[src/rtl/square_wave_monitor.sv]
`default_nettype none
// square_wave_monitor: measures high/low phases of q_in in TICK_DIV-clock ticks and
// reports them once per full period with lock, mismatch and sticky overflow flags.
module square_wave_monitor #(
    parameter int N        = 4,
    parameter int TICK_DIV = 10,
    parameter int CNT_W    = 8
) (
    input  logic             clk,
    input  logic             reset,
    input  logic             q_in,
    input  logic             clear,
    input  logic [N-1:0]     m_exp,
    input  logic [N-1:0]     n_exp,
    output logic [CNT_W-1:0] m_meas,
    output logic [CNT_W-1:0] n_meas,
    output logic             valid,
    output logic             locked,
    output logic             mismatch,
    output logic             overflow
);
    localparam int PS_W = $clog2(TICK_DIV + 1);
    localparam logic [PS_W-1:0] PS_ONE  = PS_W'(1);
    localparam logic [PS_W-1:0] PS_MAX  = PS_W'(TICK_DIV);
    localparam logic [PS_W-1:0] PS_HALF = PS_W'((TICK_DIV + 1) / 2);

    localparam logic [1:0] S_IDLE = 2'd0;
    localparam logic [1:0] S_HIGH = 2'd1;
    localparam logic [1:0] S_LOW  = 2'd2;

    logic [1:0]       state_q, state_d;
    logic             qd_q;
    logic [PS_W-1:0]  presc_q, presc_d;
    logic [CNT_W-1:0] ticks_q, ticks_d;
    logic [CNT_W-1:0] hi_round_q, hi_round_d;
    logic [CNT_W-1:0] m_meas_q, m_meas_d;
    logic [CNT_W-1:0] n_meas_q, n_meas_d;
    logic             valid_q, valid_d;
    logic             locked_q, locked_d;
    logic             mismatch_q, mismatch_d;
    logic             overflow_q, overflow_d;
    logic             have_prev_q, have_prev_d;

    logic             rise;
    logic             fall;
    logic [CNT_W:0]   round_sum;
    logic             sat;
    logic             meas_done;

    assign rise = q_in & ~qd_q;
    assign fall = ~q_in & qd_q;

    // The prescaler holds the cycle count inside the current tick (1..TICK_DIV),
    // so a phase ending with presc >= half a tick rounds up by one.
    assign round_sum = {1'b0, ticks_q} + {{CNT_W{1'b0}}, (presc_q >= PS_HALF)};

    // Next-state and phase-counter process
    always_comb begin
        state_d    = state_q;
        presc_d    = presc_q;
        ticks_d    = ticks_q;
        hi_round_d = hi_round_q;
        sat        = 1'b0;
        meas_done  = 1'b0;
        case (state_q)
            S_IDLE: begin
                if (rise) begin
                    state_d = S_HIGH;
                    presc_d = PS_ONE;
                    ticks_d = '0;
                end
            end
            S_HIGH, S_LOW: begin
                if ((state_q == S_HIGH && fall) || (state_q == S_LOW && rise)) begin
                    if (round_sum[CNT_W]) begin
                        sat = 1'b1;
                    end else begin
                        if (state_q == S_HIGH) begin
                            hi_round_d = round_sum[CNT_W-1:0];
                            state_d    = S_LOW;
                        end else begin
                            meas_done  = 1'b1;
                            state_d    = S_HIGH;
                        end
                        presc_d = PS_ONE;
                        ticks_d = '0;
                    end
                end else if (presc_q == PS_MAX) begin
                    if (ticks_q == {CNT_W{1'b1}}) begin
                        sat = 1'b1;
                    end else begin
                        presc_d = PS_ONE;
                        ticks_d = ticks_q + 1'b1;
                    end
                end else begin
                    presc_d = presc_q + 1'b1;
                end
                if (sat) begin
                    state_d = S_IDLE;
                    presc_d = '0;
                    ticks_d = '0;
                end
            end
            default: begin
                state_d = S_IDLE;
            end
        endcase
    end

    // Output/result process
    always_comb begin
        m_meas_d    = m_meas_q;
        n_meas_d    = n_meas_q;
        valid_d     = 1'b0;
        locked_d    = locked_q;
        mismatch_d  = mismatch_q;
        overflow_d  = overflow_q;
        have_prev_d = have_prev_q;
        if (sat) begin
            overflow_d = 1'b1;
            locked_d   = 1'b0;
            mismatch_d = 1'b0;
        end else if (meas_done) begin
            m_meas_d    = hi_round_q;
            n_meas_d    = round_sum[CNT_W-1:0];
            valid_d     = 1'b1;
            locked_d    = have_prev_q && (hi_round_q == m_meas_q) &&
                          (round_sum[CNT_W-1:0] == n_meas_q);
            mismatch_d  = locked_d && ((hi_round_q != CNT_W'(m_exp)) ||
                          (round_sum[CNT_W-1:0] != CNT_W'(n_exp)));
            have_prev_d = 1'b1;
        end
    end

    // State register
    always_ff @(posedge clk or negedge reset) begin
        if (!reset) begin
            state_q     <= S_IDLE;
            qd_q        <= 1'b0;
            presc_q     <= '0;
            ticks_q     <= '0;
            hi_round_q  <= '0;
            m_meas_q    <= '0;
            n_meas_q    <= '0;
            valid_q     <= 1'b0;
            locked_q    <= 1'b0;
            mismatch_q  <= 1'b0;
            overflow_q  <= 1'b0;
            have_prev_q <= 1'b0;
        end else if (clear) begin
            state_q     <= S_IDLE;
            qd_q        <= 1'b0;
            presc_q     <= '0;
            ticks_q     <= '0;
            hi_round_q  <= '0;
            m_meas_q    <= '0;
            n_meas_q    <= '0;
            valid_q     <= 1'b0;
            locked_q    <= 1'b0;
            mismatch_q  <= 1'b0;
            overflow_q  <= 1'b0;
            have_prev_q <= 1'b0;
        end else begin
            state_q     <= state_d;
            qd_q        <= q_in;
            presc_q     <= presc_d;
            ticks_q     <= ticks_d;
            hi_round_q  <= hi_round_d;
            m_meas_q    <= m_meas_d;
            n_meas_q    <= n_meas_d;
            valid_q     <= valid_d;
            locked_q    <= locked_d;
            mismatch_q  <= mismatch_d;
            overflow_q  <= overflow_d;
            have_prev_q <= have_prev_d;
        end
    end

    assign m_meas   = m_meas_q;
    assign n_meas   = n_meas_q;
    assign valid    = valid_q;
    assign locked   = locked_q;
    assign mismatch = mismatch_q;
    assign overflow = overflow_q;

endmodule
`default_nettype wire

[config.mk]
export PLATFORM = sky130hd
export DESIGN_NAME = square_wave_monitor
export DESIGN_NICKNAME = d
export VERILOG_FILES = /design/src/rtl/square_wave_monitor.sv
export SDC_FILE = /design/constraint.sdc
export NUM_CORES = 1
export LEC_CHECK = 0
export ABC_AREA = 1
export BUFFER_PORTS_ARGS = -buffer_cell sky130_fd_sc_hd__buf_2
export CORE_AREA = 8 8 106 108
export CTS_CLUSTER_DIAMETER = 200
export CTS_CLUSTER_SIZE = 10
export DETAILED_ROUTE_END_ITERATION = 10
export DIE_AREA = 0 0 114 116
export GPL_TIMING_DRIVEN = 0
export PLACE_DENSITY = 0.5
export SYNTH_ARGS = -nofsm -noshare
export SYNTH_HDL_FRONTEND = slang
export SYNTH_SLANG_ARGS = --single-unit
[constraint.sdc]
create_clock -name clk -period 3.1 [get_ports clk]
set_input_delay 0.93 -clock clk [delete_from_list [all_inputs] [get_ports clk]]
set_output_delay 0.93 -clock clk [all_outputs]
set_load 0.03 [all_outputs]
* Yosys cells after proc, flatten, opt, wreduce, memory -nomap -nowiden
Index checks and enable logic that the tools add are counted.
** Word-level totals
- Bits in registers :: 44
- Word-level logic and storage cells :: 117
** Cells by class
- $add $sub $neg :: 3
- Order comparisons :: 1
- Bitwise operators :: 4
- Muxes and demuxes :: 59
- Equality and inequality tests :: 17
- Reduce and logical (&&, ||, !) cells :: 21
** Operators with widths (number)
- 2-to-1 mux 8 bit :: 18
- 2-to-1 mux 4 bit :: 7
- 2-to-1 mux 1 bit :: 25
- == test 8 bit :: 2
- != test 8 x 4 -> 1 bit :: 2
- case mux 8 bit (2 select lines) :: 1
- != test 5 bit (second input constant) :: 3
- 2-to-1 mux 2 bit :: 6
- nonzero test 2 bit :: 5
- adder 8 x 1 -> 9 bit :: 1
- adder 8 x 1 -> 8 bit (second input constant) :: 1
- == test 8 bit (second input constant) :: 1
- != test 4 bit (second input constant) :: 2
- case mux 4 bit (2 select lines) :: 1
- AND reduction 4 bit :: 2
- != test 6 bit (second input constant) :: 1
- nonzero test 3 bit :: 2
- logical AND 1 bit :: 5
- AND reduction 5 bit :: 1
- adder 4 x 1 -> 4 bit (second input constant) :: 1
- == test 4 bit (second input constant) :: 1
- >= comparator 4 x 3 -> 1 bit (second input constant) :: 1
- != test 2 bit (second input constant) :: 2
- case mux 2 bit (2 select lines) :: 1
- 10 further kinds :: 13

* Depth between registers and ports, before layout
Gate-level depths: netlist of the first run.
- Depth in word-level cells :: 9
- Mapped depth :: 15
- Depth with buffers taken out :: 15

* Worst setup path after synthesis of the first run
OpenSTA, ideal clock, no wires.
- Path kind :: input port to flip-flop
- Start point :: input port clear
- End point :: register ticks_q[3]
- Setup slack :: 1147 ps
- Stages on the path :: 10
- Library setup time :: 118 ps
- Arrival time :: 1835 ps
- Cells stage by stage :: buf_4 inv_4 nand3_2 nand2_2 inv_2 nand2_2 inv_2 nand2_1 xor2_1 nor2_1
** Between the ends
- Cells in the longest elaborated chain, start to end :: 2
- Elaborated cells between the ends (all ways) :: 7
- Classes of those cells :: eq/ne: 4; mux: 1; reduce/logical: 2
** Ends and longest elaborated chain
- start, declared :: RTL line 12 : input logic clear,
- != test 5 bit (no source line), or another cell as far along
- AND reduction 5 bit (no source line)
- end signal, assigned :: RTL line 167 : ticks_q <= ticks_d;
- end, declared :: RTL line 34 : logic [CNT_W-1:0] ticks_q, ticks_d;
Parallel ways exist; a longest one is shown, timed or not.
A chain may end at the register's enable or synchronous reset.

* Worst setup path in the final report of the first run
- Start point :: register presc_q[1]
- End point :: register hi_round_q[1]
** Between the ends
- Cells in the longest elaborated chain, start to end :: 7
- Elaborated cells between the ends (all ways) :: 9
- Classes of those cells :: add/sub: 1; order compare: 1; eq/ne: 1; mux: 5; reduce/logical: 1
** Ends and longest elaborated chain
- start, declared :: RTL line 33 : logic [PS_W-1:0] presc_q, presc_d;
- start signal, assigned :: RTL line 166 : presc_q <= presc_d;
- >= comparator 4 x 3 -> 1 bit * :: RTL line 55 : assign round_sum = {1'b0, ticks_q} + {{CNT_W{1'b0}}, (presc_q >= PS_HALF)};
- adder 8 x 1 -> 9 bit * :: RTL line 55
- 2-to-1 mux 8 bit :: RTL line 78 : if (state_q == S_HIGH) begin
- 2-to-1 mux 8 bit :: RTL line 75 : if (round_sum[CNT_W]) begin
- 2-to-1 mux 8 bit :: RTL line 74 : if ((state_q == S_HIGH && fall) || (state_q == S_LOW && rise)) begin
- 2-to-1 mux 8 bit :: RTL line 65 : case (state_q)
- 2-to-1 mux 8 bit :: RTL line 150 : end else if (clear) begin
- end signal, assigned :: RTL line 168 : hi_round_q <= hi_round_d;
- end, declared :: RTL line 35 : logic [CNT_W-1:0] hi_round_q, hi_round_d;
Every way passes the cells marked *; elsewhere a longest branch is shown, timed or not. The select of a mux whose other input is x is not followed.

==> parameters.txt, run 1 <==
Parameter                              Value

Timing
  Relative slew margins ... 32.0%
  Fin crit period ... 2.20 ns
  Final critical-path share of the clock period ... 71.0%
  Slew at the pin closest to its max-slew limit ... 1.02 ns
  Setup TNS ... 0 ns
  Unrepaired setup endpoints after global routing ... no
  Clock tree skew after final layout ... 0.00849 ns
  Final setup violation count ... 0
  Fin Hold WS ... 0.488 ns
  Final hold viol count ... 0
  Count of final max-slew check failures ... 0
  Maximum operating frequency ... 0.455 GHz

Die
  Core area ... 9550 um2
  Total Die Area ... 13,200 um2
  Vertical die dimension ... 116 um
  Die W ... 114 um
  Initial core utilization ... 29.0%
  Number of rows in the core area ... 36
  Top-level I/O count ... 32

Placed design
  HPWL after DPL ... 5450 um
  Placed Instances ... 536
  Final weighted congestion in routability-driven placement ... 0.807
  IO Port Bufs ... 30

Clock tree
  Cells resized by post-CTS repair ... 0
  Htree depth ... 2
  Hold-fix buffer count after cts ... 0
  Clock input transition at the sequential cells of the worst setup and hold paths ... 0.09 ns
  Root buffer cell ... clkbuf_8
  Clock tree from TritonCTS ... yes
  Post-CTS repair timing setup buffer count ... 0
  Buffers from clock root to sink, at most ... 2
  Insertion delay to the later sink of the worst-skew pair ... 0.31 ns
  Num CTS Buffers ... 5
  Number of clock sinks ... 44

Synth
  Mean instance size in the synthesized netlist ... 7.42 um2
  Nets in the synthesized netlist ... 393
  Post-Synthesis Cells ... 373
  Number of register bits inferred by synthesis ... 44
  Fraction of the yosys area taken by sequential cells ... 39.8%
  Post-Synthesis Cell Area ... 2770 um2
  Synthesis warning total ... 0
  Count of distinct cell types in the synthesized netlist ... 35

Setup path
  Launching element type of the critical path ... flip-flop
  Cell with the largest stage delay on the worst path ... dfrtp_1
  Required time at the worst-slack endpoint ... 3.30 ns
  Register-to-register setup slack ... 0.90 ns
  Maximum cell stage delay along the critical path ... 0.42 ns
  Data arrival, critical path ... 2.40 ns
  Worst Path Class, Setup ... flip-flop to flip-flop
  CP Max Fanout ... 8
  Chain of cells forming the critical path ... nor2_1, o21bai_1, ha_1, ha_1, inv_1, nor2_4, nand2_1, nand2_1, nor2_2, nor2_4, inv_2, o21ai_1
  Crit path capture type ... flip-flop

Cells and area
  Synth-to-Final Area Change ... 15.6%
  Nets@finish ... 430
  Share of cells above drive strength 1 ... 18.5%
  Number of cells in the finished layout apart from fillers ... 544
  Ant diodes ... 0

Drt
  Final routed wirelength across all metal layers ... 6970 um
  Starting DRC count in detailed routing ... 97
  Avg WL per Cell ... 12.8 um
  Post-detailed-route via-to-cell ratio ... 4.40
  First-pass DRT Iterations ... 4
  Residual antenna-violating net count after detailed routing ... 0
  # DRC ... 0
  Via total after detailed routing ... 2,395

GRT
  Maximum number of pins on one net before global-route repair ... 45
  Residual overflow from global routing ... 0
  Initial antenna violation count ... 0
  Vias in the first global route ... 2,328
  Overall global routing resource usage ... 11.1%
  Wire length of the first global-routing pass ... 11,600 um

Pwr
  P_leak ... 1.59 nW
  Max VDD drop ... 0.201 mV
  Ratio of total power to cell area ... 490 nW/um2

Min path
  Min-delay worst type ... flip-flop to flip-flop

Run
  Max_cap viols ... 0

Status
  Result of the run ... complete, no violations
## per-layer routing
metal  GRT usage (%)  vias up  routed length, um
met2            18.9       42               3330
met5               0        -                  0
met4            3.02        0                 72
met1            13.6     1103               3260
met3            2.97        6                306
li1                -     1244                  -
## cell usage in the layout, fill, tap and decap left out, types with 2 or more instances in the layout
| cell | instances |
|---|---|
| clkbuf_8 | 5 |
| inv_2 | 5 |
| nor2_4 | 3 |
| nand4_1 | 8 |
| buf_4 | 2 |
| dfrtp_1 | 44 |
| ha_1 | 8 |
| nand3b_1 | 2 |
| mux2_4 | 3 |
| nand3_1 | 26 |
| inv_1 | 50 |
| o21ai_0 | 9 |
| o31ai_1 | 2 |
| nor2_2 | 6 |
| nand2_2 | 8 |
| o21ai_1 | 19 |
| o21bai_1 | 2 |
| nand2_1 | 101 |
| xnor2_1 | 5 |
| nand3_2 | 2 |
| nor2_1 | 41 |
| xor2_1 | 7 |
| a21oi_1 | 5 |
| buf_2 | 33 |
## worst paths after layout
kind                                   startpoint                   endpoint  cells after the start
max                        presc_q[1]$_DFFE_PN0P_  hi_round_q[1]$_DFFE_PN0P_                     12
min                        presc_q[3]$_DFFE_PN0P_     presc_q[3]$_DFFE_PN0P_                      1
max reg2reg                presc_q[1]$_DFFE_PN0P_  hi_round_q[1]$_DFFE_PN0P_                     12
min reg2reg                presc_q[3]$_DFFE_PN0P_     presc_q[3]$_DFFE_PN0P_                      1
max in group asynchronous                   reset     ticks_q[0]$_DFFE_PN0P_                      1
min in group asynchronous                   reset      m_meas[3]$_DFFE_PN0P_                      1
## final cells by class
class,instances,area [um2]
buffer,7,37.5
clock buffer,5,68.8
clock inverter,3,46.3
fill,1055,6350
inverter,57,216
multi-input combinational,265,1410
sequential,44,1100
tap,133,166
timing repair buffer,30,150
## sequential cells by signal, indices dropped and copies added, names as in the netlist
signal       count
have_prev_q      1
hi_round_q       8
locked           1
m_meas           8
mismatch         1
n_meas           8
overflow         1
presc_q          4
qd_q             1
state_q          2
ticks_q          8
valid            1
## critical path: cells and delay by family (launching register included)
kind | cells | cell delay (ns)
simple gates | 6 | 0.83
flops | 1 | 0.42
fa+ha+maj | 2 | 0.41
buf+inv | 2 | 0.24
compound gates | 2 | 0.18
## through the flow
step           total power (W)  instance area (um2)  utilization (%)  setup slack (ns)
4_1_cts                0.00159                 3200             33.5             0.904
5_1_grt                0.00167                 3200             33.5             0.719
3_3_place_gp           0.00111                 3080             32.3             0.875
2_1_floorplan         0.000996                 2770                -              1.15
6_report               0.00157                 3200             33.5             0.900
3_5_place_dp           0.00111                 3080             32.3             0.848
## power breakdown
part	internal, W	switching [W]	total [W]
Clock	0.000243	0.000229	0.000472
Combinational	0.000143	0.000301	0.000443
Sequential	0.000611	0.0000409	0.000652
## synthesized netlist by cell type
library cell	instances	area [um2]
nand3_2	2	20.0
a21oi_1	5	25.0
nor2_1	41	154
nor3_4	1	16.3
nand3b_1	2	15.0
inv_1	50	188
nor2_2	6	37.5
nor3b_1	1	7.51
nor2_4	3	33.8
buf_1	1	3.75
inv_2	5	18.8
o21a_1	1	7.51
clkinv_1	1	3.75
o31ai_1	2	15.0
nand2_2	8	50.1
nand4_2	1	12.5
buf_2	3	15.0
o21ai_4	1	16.3
xor2_1	7	61.3
clkbuf_1	1	3.75
nand4_1	8	50.1
xnor2_1	5	43.8
o21ai_1	19	95.1
buf_4	2	15.0
o21ai_0	9	45.0
nand3_1	26	130
mux2_4	3	45.0
nor3_1	1	5.00
dfrtp_1	44	1100
ha_1	8	100
inv_4	1	6.26
nand4_4	1	21.3
nand2_4	1	11.3
nand2_1	101	379
o21bai_1	2	15.0
## kinds of logic (layout without fill, tap and decap cells)
| group | after synthesis | count (layout) | synth area share (%) |
|---|---|---|---|
| AND/OR/NAND/NOR | 203 | 203 | 34.1 |
| buffers and inverters | 64 | 102 | 9.18 |
| flip-flops | 44 | 44 | 39.8 |
| AO/OA/AOI/OAI | 39 | 39 | 7.91 |
| XOR/XNOR | 12 | 12 | 3.80 |
| adder cells (fa/ha/maj) | 8 | 8 | 3.62 |
| multiplexers | 3 | 3 | 1.63 |
No activity file was read; power rests on OpenSTA's default activity.
==> inputs of run 2 (changes only) <==
- clock period: 3.1 -> 2.25 ns (I/O delays scaled with it)
==> run 2 against run 1 <==
Via count barely moved; register-to-register slack got worse by 0.69 ns; critical path depth did not move; critical path type unchanged.
==> parameters.txt, run 2 (synthesis gave the netlist of run 1 again) <==
Parameter                              Value

Drt
  Via total after detailed routing ... 2,397 (was 2,395)
  First-pass DRT Iterations ... 4 (unchanged)
  Avg WL per Cell ... 12.9 um (was 12.8 um)
  Final routed wirelength across all metal layers ... 7010 um (was 6970 um)
  Post-detailed-route via-to-cell ratio ... 4.41 (was 4.40)
  Starting DRC count in detailed routing ... 87 (was 97)
  Residual antenna-violating net count after detailed routing ... 0 (unchanged)
  # DRC ... 0 (unchanged)

Pwr
  Sequential power share ... 41.4% (was 41.6%)
  Ratio of total power to cell area ... 676 nW/um2 (was 490 nW/um2)
  Internal power summed over all cells ... 0.00138 W (was 0.000997 W)
  Portion of total power attributed to the clock network ... 30.0% (was 30.1%)
  Sw Share ... 36.7% (was 36.4%)
  P_leak ... 1.59 nW (about the same)
  Max VDD drop ... 0.282 mV (was 0.201 mV)
  Logic pwr share ... 28.6% (was 28.3%)
  Total net switching power ... 0.000801 W (was 0.000571 W)

Die
  Total Die Area ... 13,200 um2 (unchanged)
  Die W ... 114 um (unchanged)
  Number of rows in the core area ... 36 (unchanged)
  Initial core utilization ... 29.0% (unchanged)
  Top-level I/O count ... 32 (unchanged)
  Vertical die dimension ... 116 um (unchanged)
  Core area ... 9550 um2 (unchanged)

Run
  Max_cap viols ... 0 (unchanged)

Clock tree
  Post-CTS repair timing setup buffer count ... 0 (unchanged)
  Clock tree from TritonCTS ... yes (unchanged)
  Buffers from clock root to sink, at most ... 2 (unchanged)
  Clock input transition at the sequential cells of the worst setup and hold paths ... 0.10 ns (was 0.09 ns)
  Number of clock sinks ... 44 (unchanged)
  Insertion delay to the later sink of the worst-skew pair ... 0.32 ns (was 0.31 ns)
  Hold-fix buffer count after cts ... 0 (unchanged)
  Htree depth ... 2 (unchanged)
  Num CTS Buffers ... 5 (unchanged)
  Root buffer cell ... clkbuf_8 (unchanged)

Setup path
  Launching element type of the critical path ... flip-flop (unchanged)
  Required time at the worst-slack endpoint ... 2.51 ns (was 3.30 ns)
  Data arrival, critical path ... 2.31 ns (was 2.40 ns)
  Maximum cell stage delay along the critical path ... 0.42 ns (about the same)
  Crit path capture type ... flip-flop (unchanged)
  Cell with the largest stage delay on the worst path ... dfrtp_1 (unchanged)
  Chain of cells forming the critical path ... nor2_2, o21bai_2, ha_1, ha_4, inv_1, a21oi_1, nand2_1, nor2_1, nand4_1, nor2_2, nand4_1, nand2_1 (was nor2_1, o21bai_1, ha_1, ha_1, inv_1, nor2_4, nand2_1, nand2_1, nor2_2, nor2_4, inv_2, o21ai_1)
  WP buf/inv ... 1 (was 2)
  CP Max Fanout ... 4 (was 8)
  Startpoint of the worst-slack reg-to-reg timing path ... presc_q[1]$_DFFE_PN0P_ (unchanged)
  Number of cells on the worst reg-to-reg path ... 12 (unchanged)
  Worst reg2reg endpoint ... mismatch$_DFFE_PN0P_ (was hi_round_q[1]$_DFFE_PN0P_)
  Critical path's top delay family ... simple AND/OR/NAND/NOR gates (unchanged)
  Worst Path Class, Setup ... flip-flop to flip-flop (unchanged)
  Register-to-register setup slack ... 0.21 ns (was 0.90 ns)
  Critical path depth in cells ... 12 (unchanged)

Timing
  Count of final max-slew check failures ... 0 (unchanged)
  Slew at the pin closest to its max-slew limit ... 1.03 ns (was 1.02 ns)
  Final hold viol count ... 0 (unchanged)
  Post-route setup slack ... 0.205 ns (was 0.900 ns)
  Final critical-path share of the clock period ... 90.9% (was 71.0%)
  Maximum operating frequency ... 0.489 GHz (was 0.455 GHz)
  Relative slew margins ... 31.2% (was 32.0%)
  Fin crit period ... 2.04 ns (was 2.20 ns)
  Unrepaired setup endpoints after global routing ... no (unchanged)
  Clock tree skew after final layout ... 0.0110 ns (was 0.00849 ns)
  Setup TNS ... 0 ns (unchanged)
  Fin Hold WS ... 0.489 ns (was 0.488 ns)
  Final setup violation count ... 0 (unchanged)

Cells and area
  Most common library cell in the layout ignoring fill and taps ... nand2_1 (unchanged)
  Highest-count cells in the layout ignoring fill and taps ... 101 x nand2_1, 50 x inv_1, 44 x dfrtp_1 (unchanged)
  Synth-to-Final Area Change ... 16.6% (was 15.6%)
  Ant diodes ... 0 (unchanged)
  Nets@finish ... 430 (unchanged)
  Share of cells above drive strength 1 ... 19.5% (was 18.5%)

Placed design
  IO Port Bufs ... 30 (unchanged)
  Placement Setup Slack ... 0.0708 ns (was 0.848 ns)
  HPWL after DPL ... 5450 um (unchanged)
  Final weighted congestion in routability-driven placement ... 0.807 (unchanged)

GRT
  Maximum number of pins on one net before global-route repair ... 45 (unchanged)
  Initial antenna violation count ... 0 (unchanged)
  Wire length of the first global-routing pass ... 11,600 um (unchanged)
  Residual overflow from global routing ... 0 (unchanged)
  Overall global routing resource usage ... 11.1% (unchanged)
  Vias in the first global route ... 2,328 (unchanged)

Min path
  Worst Min Path Start ... presc_q[3]$_DFFE_PN0P_ (unchanged)
  Number of instances on the worst hold path ... 1 (unchanged)
  Worst Hold End ... presc_q[3]$_DFFE_PN0P_ (unchanged)
  Min-delay worst type ... flip-flop to flip-flop (unchanged)

Status
  Result of the run ... complete, no violations (unchanged)
==> run 2: cell counts in the layout (fill, tap and decap cells not counted) <==
No cell type changed its count.
==> run 2: final cells by class <==
| class | count | area, um2 |
|---|---|---|
| buffer | 7 | 40.0 |
| clock buffer | 5 | 68.8 |
| clock inverter | 3 | 46.3 |
| fill | 1052 | 6320 |
| inverter | 57 | 216 |
| multi-input combinational | 265 | 1440 |
| sequential | 44 | 1100 |
| tap | 133 | 166 |
| timing repair buffer | 30 | 150 |
==> run 2: worst max path at each step <==
| stage | from | slack (ns) | end |
|---|---|---|---|
| finish | presc_q[1]$_DFFE_PN0P_ | 0.21 | mismatch$_DFFE_PN0P_ |
| global route | presc_q[1]$_DFFE_PN0P_ | 0.01 | locked$_DFFE_PN0P_ |
| CTS | presc_q[1]$_DFFE_PN0P_ | 0.05 | hi_round_q[1]$_DFFE_PN0P_ |
| detailed placement | presc_q[1]$_DFFE_PN0P_ | 0.07 | hi_round_q[4]$_DFFE_PN0P_ |
| global placement | presc_q[1]$_DFFE_PN0P_ | 0.1 | hi_round_q[3]$_DFFE_PN0P_ |
| floorplan | presc_q[1]$_DFFE_PN0P_ | 0.40 | hi_round_q[2]$_DFFE_PN0P_ |
==> run 2: per-layer routing <==
layer / global-route usage (%) / vias to the layer above / wire (um)
met5: 0 / - / 0
li1: - / 1245 / -
met2: 18.9 / 40 / 3320
met4: 3.02 / 0 / 102
met1: 13.6 / 1102 / 3310
met3: 2.97 / 10 / 272
==> run 2: per-stage QoR <==
stage          cell area, um2  total power, W  util [%]  instances
6_report                 3230         0.00218      33.8        544
5_1_grt                  3230         0.00232      33.8        544
4_1_cts                  3200         0.00219      33.5        544
3_5_place_dp             3080         0.00153      32.3        536
3_3_place_gp             3080         0.00153      32.3        536
2_1_floorplan            2770         0.00137         -        373
==> run 2: power by group through the flow <==
stage          Combinational [W]  Clock [W]  Sequential, W
4_1_cts                 0.000624   0.000668       0.000898
5_1_grt                 0.000712   0.000700       0.000910
6_report                0.000624   0.000655       0.000903
3_5_place_dp            0.000618          0       0.000914
2_1_floorplan           0.000458          0       0.000914
3_3_place_gp            0.000620          0       0.000912
==> run 2: worst reg2reg max path: stages, from the launching register on <==
cell and delay, ns:
dfrtp_1 0.42, nor2_2 0.14, o21bai_2 0.10, ha_1 0.22, ha_4 0.29, inv_1 0.06, a21oi_1 0.13, nand2_1 0.06
nor2_1 0.12, nand4_1 0.12, nor2_2 0.17, nand4_1 0.09, nand2_1 0.07
==> run 2: repair_timing <==
action | CTS | global route
gates resized for setup | 0 | 7
setup endpoints to repair | 0 | 25
hold endpoints to repair | 0 | 0
==> inputs of run 3 (changes only) <==
- ABC_AREA: 1 -> default
- CORE_AREA: 8 8 106 108 -> 10 10 105 107
- DIE_AREA: 0 0 114 116 -> 0 0 115 117
==> run 3 against run 2 <==
The run now ends with negative setup slack left; final area up 8.6%; worst hold slack better by 0.015 ns; sequential share of layout area down 2.6 points; first-iteration DRC count down 15%; count of clock-buffer cells in the layout unchanged; utilization up 5.1 points; global-route usage down 0.84 points; non-clock buffer count up 26; register-to-register slack worse by 0.32 ns; critical endpoint is now locked$_DFFE_PN0P_.
==> parameters.txt, run 3 <==
Parameter                              Value

Synth
  Proportion of netlist area held by the largest area contributor ... 42.0% (was 39.8%)
  Synthesis warning total ... 0 (unchanged)
  Fraction of registers with async set or reset after synthesis ... 100% (unchanged)
  Leading register cell type out of synthesis ... dfrtp_1 (unchanged)
  Nets in the synthesized netlist ... 297 (was 393)
  Number of register bits inferred by synthesis ... 44 (unchanged)
  Count of flip-flops with a built-in enable after synthesis ... 0 (unchanged)
  Leading post-synthesis cells by cell area ... dfrtp_1 42%, xnor2_1 8.7%, mux2i_1 6.5%, nor2_1 6.3%, ha_1 3.8% (was dfrtp_1 40%, nand2_1 14%, inv_1 6.8%, nor2_1 5.6%, nand3_1 4.7%)
  Cell taking the most area after synthesis ... dfrtp_1 (unchanged)
  Mean instance size in the synthesized netlist ... 9.46 um2 (was 7.42 um2)
  Top post-synthesis cells by count ... 44 x dfrtp_1, 44 x nor2_1, 26 x xnor2_1 (was 101 x nand2_1, 50 x inv_1, 44 x dfrtp_1)
  Fraction of the yosys area taken by sequential cells ... 42.0% (was 39.8%)
  Count of distinct cell types in the synthesized netlist ... 47 (was 35)
  Post-Synthesis Cell Area ... 2620 um2 (was 2770 um2)
  Post-Synthesis Cells ... 277 (was 373)

Setup path
  Launching element type of the critical path ... flip-flop (unchanged)
  Worst Path Class, Setup ... flip-flop to flip-flop (unchanged)
  WP buf/inv ... 0 (was 1)
  Critical path's top delay family ... simple AND/OR/NAND/NOR gates (unchanged)
  CP Max Fanout ... 4 (unchanged)
  Maximum cell stage delay along the critical path ... 0.56 ns (was 0.42 ns)
  Crit path capture type ... flip-flop (unchanged)
  Chain of cells forming the critical path ... o21ai_2, nand2b_1, ha_4, ha_4, xnor2_2, nand4_1, or4_4, nor4_4, a22o_1 (was nor2_2, o21bai_2, ha_1, ha_4, inv_1, a21oi_1, nand2_1, nor2_1, nand4_1, nor2_2, nand4_1, nand2_1)
  Required time at the worst-slack endpoint ... 2.50 ns (was 2.51 ns)
  Cell with the largest stage delay on the worst path ... or4_4 (was dfrtp_1)
  Data arrival, critical path ... 2.61 ns (was 2.31 ns)
  CP dominant cell by count ... ha_4
  Critical path depth in cells ... 9 (was 12)
  Number of cells on the worst reg-to-reg path ... 9 (was 12)

Placed design
  IO Port Bufs ... 30 (unchanged)
  Final weighted congestion in routability-driven placement ... 0.742 (was 0.807)
  Placed Instances ... 418 (was 536)
  Placement Setup Slack ... -0.477 ns (was 0.0708 ns)
  HPWL after DPL ... 4800 um (was 5450 um)

Timing
  Final critical-path share of the clock period ... 105% (was 90.9%)
  Maximum operating frequency ... 0.423 GHz (was 0.489 GHz)
  Relative slew margins ... 30.4% (was 31.2%)
  Final hold viol count ... 0 (unchanged)
  Post-route setup slack ... -0.116 ns (was 0.205 ns)
  Clock tree skew after final layout ... 0.00634 ns (was 0.0110 ns)
  Count of final max-slew check failures ... 0 (unchanged)
  Unrepaired setup endpoints after global routing ... yes (was no)
  Setup TNS ... -0.404 ns (was 0 ns)
  Slew at the pin closest to its max-slew limit ... 1.04 ns (was 1.03 ns)
  Fin crit period ... 2.37 ns (was 2.04 ns)
  Final setup violation count ... 14 (was 0)

Drt
  Starting DRC count in detailed routing ... 74 (was 87)
  Post-detailed-route via-to-cell ratio ... 4.97 (was 4.41)
  First-pass DRT Iterations ... 4 (unchanged)
  Residual antenna-violating net count after detailed routing ... 0 (unchanged)
  Via total after detailed routing ... 2,210 (was 2,397)
  # DRC ... 0 (unchanged)
  Avg WL per Cell ... 16.0 um (was 12.9 um)
  Final routed wirelength across all metal layers ... 7120 um (was 7010 um)

Cells and area
  Share of cells above drive strength 1 ... 31.7% (was 19.5%)
  Number of cells in the finished layout apart from fillers ... 445 (was 544)
  Highest-count cells in the layout ignoring fill and taps ... 42 x dfrtp_1, 39 x nor2_1, 34 x buf_2 (was 101 x nand2_1, 50 x inv_1, 44 x dfrtp_1)
  Most common library cell in the layout ignoring fill and taps ... dfrtp_1 (was nand2_1)
  Ant diodes ... 0 (unchanged)
  Synth-to-Final Area Change ... 33.8% (was 16.6%)
  Nets@finish ... 353 (was 430)

Clock tree
  Hold-fix buffer count after cts ... 0 (unchanged)
  Htree depth ... 2 (unchanged)
  Clock input transition at the sequential cells of the worst setup and hold paths ... 0.09 ns (was 0.10 ns)
  Num CTS Buffers ... 5 (unchanged)
  Clock tree from TritonCTS ... yes (unchanged)
  Root buffer cell ... clkbuf_8 (unchanged)
  Number of clock sinks ... 44 (unchanged)
  Insertion delay to the later sink of the worst-skew pair ... 0.30 ns (was 0.32 ns)
  Buffers from clock root to sink, at most ... 2 (unchanged)

GRT
  Residual overflow from global routing ... 0 (unchanged)
  Wire length of the first global-routing pass ... 11,300 um (was 11,600 um)
  Initial antenna violation count ... 0 (unchanged)
  Overall global routing resource usage ... 10.3% (was 11.1%)
  Maximum number of pins on one net before global-route repair ... 45 (unchanged)
  Vias in the first global route ... 2,241 (was 2,328)

Min path
  Number of instances on the worst hold path ... 2 (was 1)
  Min-delay worst type ... flip-flop to flip-flop (unchanged)

Die
  Total Die Area ... 13,500 um2 (was 13,200 um2)
  Core area ... 9020 um2 (was 9550 um2)
  Die W ... 115 um (was 114 um)
  Number of rows in the core area ... 35 (was 36)
  Initial core utilization ... 29.0% (about the same)
  Top-level I/O count ... 32 (unchanged)
  Vertical die dimension ... 117 um (was 116 um)

Status
  Result of the run ... finished with violations (was complete, no violations)
  Violations in the final reports ... negative setup slack

Pwr
  Max VDD drop ... 0.355 mV (was 0.282 mV)
  P_leak ... 1.48 nW (was 1.59 nW)
  Ratio of total power to cell area ... 696 nW/um2 (was 676 nW/um2)

Run
  Max_cap viols ... 0 (unchanged)
==> run 3: cell families after synthesis <==
| family | after synthesis | share of synthesized area, % |
|---|---|---|
| AO/OA/AOI/OAI | 45 | 11.6 |
| XOR/XNOR | 34 | 11.4 |
| adder cells (fa/ha/maj) | 8 | 3.82 |
| buffers and inverters | 22 | 3.92 |
| flip-flops | 44 | 42.0 |
| multiplexers | 17 | 6.49 |
| AND/OR/NAND/NOR | 107 | 20.8 |
==> run 3: power breakdown <==
part           internal (W)  switching (W)  total [W]
Sequential         0.000844      0.0000753   0.000920
Clock              0.000329       0.000291   0.000620
Combinational      0.000387       0.000512   0.000899
==> run 3: what timing repair did <==
action	4_1_cts	5_1_grt
endpoints found under the hold margin	0	0
pin swaps	6	15
setup endpoints to repair	35	31
setup buffers	9	9
gates resized for setup	21	40
cloned	1	2
==> run 3: final timing paths <==
path	startpoint	endpoint	slack [ns]
setup / recovery	presc_q[0]$_DFFE_PN0P_	locked$_DFFE_PN0P_	-0.12
hold / removal	have_prev_q$_DFFE_PN0P_	have_prev_q$_DFFE_PN0P_	0.50
setup reg to reg	presc_q[0]$_DFFE_PN0P_	locked$_DFFE_PN0P_	-0.12
hold reg to reg	have_prev_q$_DFFE_PN0P_	have_prev_q$_DFFE_PN0P_	0.50
max in group asynchronous	reset	ticks_q[1]$_DFFE_PN0P_	1.00
min in group asynchronous	reset	state_q[0]$_DFFE_PN0P_	0.54
==> run 3: worst register-to-register path, delay by kind of cell (launching register included) <==
kind	cells	cell delay (ns)
fa+ha+maj	2	0.50
simple gates	4	0.99
flops	1	0.44
xor+xnor	1	0.12
compound gates	2	0.26
==> run 3: cell type report <==
| class | instances | area, um2 |
|---|---|---|
| repair buffers | 51 | 362 |
| fillers | 894 | 5520 |
| well taps | 111 | 139 |
| inverters | 8 | 30.0 |
| multi-input cells | 211 | 1670 |
| clock inverters | 3 | 42.5 |
| plain buffers | 12 | 93.8 |
| clock buffers | 5 | 68.8 |
| flip-flops and latches | 44 | 1100 |
==> run 3: per-layer routing <==
metal	GRT usage, %	vias to the layer above	part of all wire (%)
met4	1.73	0	0.42
met5	0	-	0
met1	13.1	1093	45
met2	17.2	29	51
met3	2.70	4	3.5
li1	-	1084	-
==> run 3: through the flow <==
stage / utilization (%) / total power (W) / cell area [um2] / hold WS [ns]
after floorplan: - / 0.00140 / 2660 / 0.379
after global placement: 32.7 / 0.00157 / 2950 / 0.483
after detailed placement: 32.7 / 0.00158 / 2950 / 0.493
after CTS: 35.7 / 0.00231 / 3220 / 0.514
after global routing: 38.9 / 0.00258 / 3510 / 0.553
final: 38.9 / 0.00244 / 3510 / 0.503
